File: src/rtl/gc_dispatch.sv
// Global-counter dispatcher: after a fork, hands unique loop indices gc + k*gd to
// requesting cores (lowest index first), then waits in JOIN until every core ends.
module gc_dispatch #(
    parameter int N_CORE    = 4,
    parameter int GC_WIDTH  = 32,
    parameter int GD_WIDTH  = 32,
    parameter int CNT_WIDTH = 16
) (
    input  logic                         clk,
    input  logic                         rstn,
    input  logic                         fork_valid,
    input  logic [GC_WIDTH-1:0]          fork_gc,
    input  logic [GD_WIDTH-1:0]          fork_gd,
    input  logic [CNT_WIDTH-1:0]         fork_cnt,
    input  logic [N_CORE-1:0]            req_valid,
    output logic [N_CORE-1:0]            req_ready,
    output logic [N_CORE*GC_WIDTH-1:0]   gc_out,
    input  logic [N_CORE-1:0]            core_end,
    output logic                         busy,
    output logic                         exhausted,
    output logic                         join_pulse,
    output logic                         fork_err
);

    localparam int PW = $clog2(N_CORE + 1);
    localparam int CW = (PW > CNT_WIDTH) ? PW : CNT_WIDTH;

    typedef enum logic [1:0] {S_IDLE, S_RUN, S_JOIN} state_t;

    state_t               state, state_next;
    logic [GC_WIDTH-1:0]  gc;
    logic [GD_WIDTH-1:0]  gd;
    logic [CNT_WIDTH-1:0] rem;
    logic [CNT_WIDTH-1:0] rem_next;
    logic [GC_WIDTH-1:0]  gd_ext;
    logic [PW-1:0]        prefix [N_CORE];
    logic [PW-1:0]        total;
    logic [CW-1:0]        granted;

    // Sign-extending the stride to the counter width makes every product modular in GC_WIDTH.
    assign gd_ext = GC_WIDTH'($signed(gd));

    // NOTE: every variable written in always_comb gets a default first, so no latch is inferred.
    always_comb begin
        total = '0;
        for (int i = 0; i < N_CORE; i++) begin
            prefix[i] = total;
            total     = total + PW'(req_valid[i]);
        end
    end

    assign granted  = (CW'(total) < CW'(rem)) ? CW'(total) : CW'(rem);
    assign rem_next = rem - CNT_WIDTH'(granted);

    always_comb begin
        gc_out = '0;
        for (int i = 0; i < N_CORE; i++)
            gc_out[i*GC_WIDTH +: GC_WIDTH] = gc + GC_WIDTH'(prefix[i]) * gd_ext;
    end

    // NOTE: sequential state uses non-blocking assignments and is reset asynchronously.
    always_ff @(posedge clk or negedge rstn) begin
        if (!rstn) state <= S_IDLE;
        else       state <= state_next;
    end

    always_comb begin
        state_next = state;
        case (state)
            S_IDLE: if (fork_valid) state_next = (fork_cnt == '0) ? S_JOIN : S_RUN;
            S_RUN:  if (rem_next == '0) state_next = S_JOIN;
            S_JOIN: if (&core_end) state_next = S_IDLE;
            default: state_next = S_IDLE;
        endcase
    end

    always_comb begin
        busy      = (state != S_IDLE);
        exhausted = (state == S_JOIN);
        req_ready = '0;
        for (int i = 0; i < N_CORE; i++)
            req_ready[i] = (state == S_RUN) && req_valid[i] && (CW'(prefix[i]) < CW'(rem));
    end

    always_ff @(posedge clk or negedge rstn) begin
        if (!rstn) begin
            gc         <= '0;
            gd         <= '0;
            rem        <= '0;
            join_pulse <= 1'b0;
            fork_err   <= 1'b0;
        end else begin
            join_pulse <= (state == S_JOIN) && (&core_end);
            if (fork_valid && state != S_IDLE) fork_err <= 1'b1;
            case (state)
                S_IDLE: if (fork_valid) begin
                    gc  <= fork_gc;
                    gd  <= fork_gd;
                    rem <= fork_cnt;
                end
                S_RUN: begin
                    gc  <= gc + GC_WIDTH'(granted) * gd_ext;
                    rem <= rem_next;
                end
                default: ;
            endcase
        end
    end

endmodule

File: config.mk
export PLATFORM = sky130hd
export DESIGN_NAME = gc_dispatch
export DESIGN_NICKNAME = d
export VERILOG_FILES = /design/src/rtl/gc_dispatch.sv
export SDC_FILE = /design/constraint.sdc
export NUM_CORES = 1
export LEC_CHECK = 0
export ABC_AREA = 1
export CAP_MARGIN = 10
export CORE_MARGIN = 2
export CORE_UTILIZATION = 28
export CTS_CLUSTER_SIZE = 40
export DETAILED_ROUTE_END_ITERATION = 8
export GPL_TIMING_DRIVEN = 0
export PLACE_DENSITY_LB_ADDON = 0.25
export SYNTH_ARGS = -nofsm -noshare
export SYNTH_HDL_FRONTEND = slang
export SYNTH_SLANG_ARGS = --single-unit
File: constraint.sdc
create_clock -name clk -period 10.8 [get_ports clk]
set_input_delay 1.08 -clock clk [delete_from_list [all_inputs] [get_ports clk]]
set_output_delay 1.08 -clock clk [all_outputs]
set_load 0.02 [all_outputs]
==> flow_summary.yaml <==
run_status:
  status: "complete, no violations"
yosys:
  syn-cell-area_mm2: 0.02304
  post_synth_xor_area_fraction_pct: 4.942
  synth-simple-area-share_pct: 15.96
  ys_seq_area_share_pct: 9.123
  synth_compound_area_share_pct: 9.428
  yosys.area_share.adder_pct: 46.69
  ys_types: 54
  synthMuxAreaShare_pct: 0
  netlist_instances: 2922
  synth.ff_latch_count: 84
  synth_top_family_by_area: "adder cells"
  avgSynthCellArea_um2: 7.885
  yosys_warnings: 0
floorplanning:
  die_x_um: 290.9
  ios: 227
  start_util_pct: 28.19
  die_y_um: 290.9
  core_mm2: 0.08172
  core.rowCount: 105
  die_area_mm2: 0.08459
timing:
  worst_pin_slew_ns: 1.165
  period_minus_slack_ns: 9.848
  fin_skew_ns: 0.02312
  slew_headroom_pct: 22.08
  clock.fmax_mhz: 101.5
  rsz0062_at_grt: "no"
  fin_tns_setup_ns: 0
  finalSetupViolCount: 0
  final-hold-violation-count: 0
  slew_violations: 0
  period_share_pct: 91.19
worst_setup_path:
  worstSetupEndpointType: "register"
  critical_path_class: "input port to register"
  required_ns: 11.04
  max_stage_delay_ns: 0.57
  crit_slowest_cell: "fa_1"
  start_kind: "input port"
  arrival_ns: 10.09
  cp_max_fo: 10
clock_network:
  clkSinkCount: 84
  cts_buffers: 9
  htreeDepth: 3
  cts_hold_buffers: 0
  cts_tree: "yes"
  cts_buffer_depth: 2
  cts-root-buf: "clkbuf_16"
  clk_pin_slew_ns: 0.09
  cts_setup_buffers: 0
  clkLatencyLatePin_ns: 0.41
  post_cts_resized: 0
layout:
  antenna_cells: 0
  nNetsFinal: 4138
  drive_gt1_share_pct: 2.001
  num-fill-cells: 8869
  area_growth_pct: 21.67
  final_area_mm2: 0.02803
global_routing:
  antenna_found_initial: 1
  overflow: 0
  grt_max_degree: 49
  grt_pass1_vias: 21370
  gr-usage-all-layers_pct: 19.22
  grt_first_pass_wirelength_um: 122300
routing:
  vias: 20060
  drc: 0
  drtIter0Drc: 1204
  vias_per_cell: 4.439
  first_pass_iters: 5
  ant_nets: 0
  routed_wl_um: 79220
  wl_per_cell_um: 17.53
placed_design:
  placed_cell_area_mm2: 0.02773
  port_buffers: 226
  routabilityCongestion: 0.9288
  hpwl_um: 69330
min_path:
  hp-class: "register to register"
job:
  maxCapViolations: 0
-- registers in the layout, indices dropped and copies added, names as in the netlist --
signal,cells
gc,32
gd,32
rem,16
state,2
fork_err,1
join_pulse,1
-- cell usage after synthesis, drive strengths merged --
library cell	instances	area share [%]
or2	3	0.081
fa	428	37
a21oi	164	3.6
dfrtp	84	9.1
nor2	149	2.6
ha	175	9.5
nand4	19	0.52
a22oi	1	0.033
o2111ai	1	0.038
inv	760	12
xnor2	48	1.8
a31oi	11	0.30
a211oi	2	0.087
buf	24	0.47
nor3b	1	0.033
nand3	80	1.9
xor2	82	3.1
a21boi	6	0.21
a21o	13	0.42
o221ai	17	0.65
conb	2	0.033
o21bai	6	0.20
a221oi	4	0.15
or3	2	0.054
a31o	4	0.15
o211ai	18	0.59
o221a	1	0.049
nor3	27	0.61
nand3b	2	0.065
clkinv	2	0.033
clkbuf	58	0.94
o21ai	97	2.1
nor4	14	0.38
o21a	10	0.33
o22ai	17	0.46
nand2	590	9.8
-- stage by stage --
step                setup WS (ns)  utilization [%]  cells  hold WS [ns]
global placement           0.6475            33.91   4502        0.4681
CTS                        0.9726            34.31   4519        0.4902
detailed placement         0.5676            33.94   4503        0.4702
global route               0.3223            34.31   4519        0.5087
floorplan                   2.653                -   3206        0.4548
finish                     0.9520            34.31   4519        0.4867
-- final timing paths --
check | cells after the start | start | endpoint | slack, ns
setup / recovery | 36 | req_valid[1] | gc[30]$_DFFE_PN0P_ | 0.95
hold / removal | 1 | fork_err$_DFFE_PN0P_ | fork_err$_DFFE_PN0P_ | 0.49
setup reg to reg | 31 | rem[1]$_DFFE_PN0P_ | gc[30]$_DFFE_PN0P_ | 3.15
hold reg to reg | 1 | fork_err$_DFFE_PN0P_ | fork_err$_DFFE_PN0P_ | 0.49
max in group asynchronous | 2 | rstn | gc[20]$_DFFE_PN0P_ | 9.39
min in group asynchronous | 1 | rstn | rem[8]$_DFFE_PN0P_ | 0.66
-- final cells by class --
cell class                 instances  area, um^2  area share, %
buffer                            82       325.3          1.160
multi-input combinational       2278       18820          67.13
clock inverter                     7       76.32         0.2723
clock buffer                       9       225.2         0.8034
timing repair buffer             227        2287          8.159
sequential                        84        2102          7.498
inverter                         762        2860          10.20
tap                             1070        1339          4.776
-- cell usage in the layout, fill, tap and decap left out, drive strengths merged, types with 13 or more instances in the layout --
| cell type | n |
|---|---|
| a21o | 13 |
| a21oi | 164 |
| buf | 26 |
| clkbuf | 67 |
| clkdlybuf4s50 | 225 |
| conb | 286 |
| dfrtp | 84 |
| fa | 428 |
| ha | 175 |
| inv | 764 |
| nand2 | 590 |
| nand3 | 80 |
| nand4 | 19 |
| nor2 | 149 |
| nor3 | 27 |
| nor4 | 14 |
| o211ai | 18 |
| o21ai | 97 |
| o221ai | 17 |
| o22ai | 17 |
| xnor2 | 48 |
| xor2 | 82 |
-- metal layers --
| metal | track usage (%) | part of all wire, % | vias to the layer above |
|---|---|---|---|
| met5 | 0 | 0 | - |
| met4 | 7.481 | 3.8 | 0 |
| met2 | 31.82 | 46 | 481 |
| li1 | - | - | 9578 |
| met1 | 25.37 | 44 | 9905 |
| met3 | 2.718 | 5.4 | 98 |
-- critical path: cells and delay by family --
| family | cells | cell delay [ns] |
|---|---|---|
| compound gates | 2 | 0.38 |
| fa+ha+maj | 10 | 4.30 |
| buf+inv | 10 | 2.08 |
| simple gates | 14 | 2.22 |
-- cells by family after synthesis --
group | after synthesis
compound gates | 372
other cells | 2
buf+inv | 844
simple gates | 887
flops | 84
fa+ha+maj | 603
xor+xnor | 130
Power is left out: the tool's default activity adds up to more than one toggle a clock period on the data nets, which glitch-free logic cannot reach.
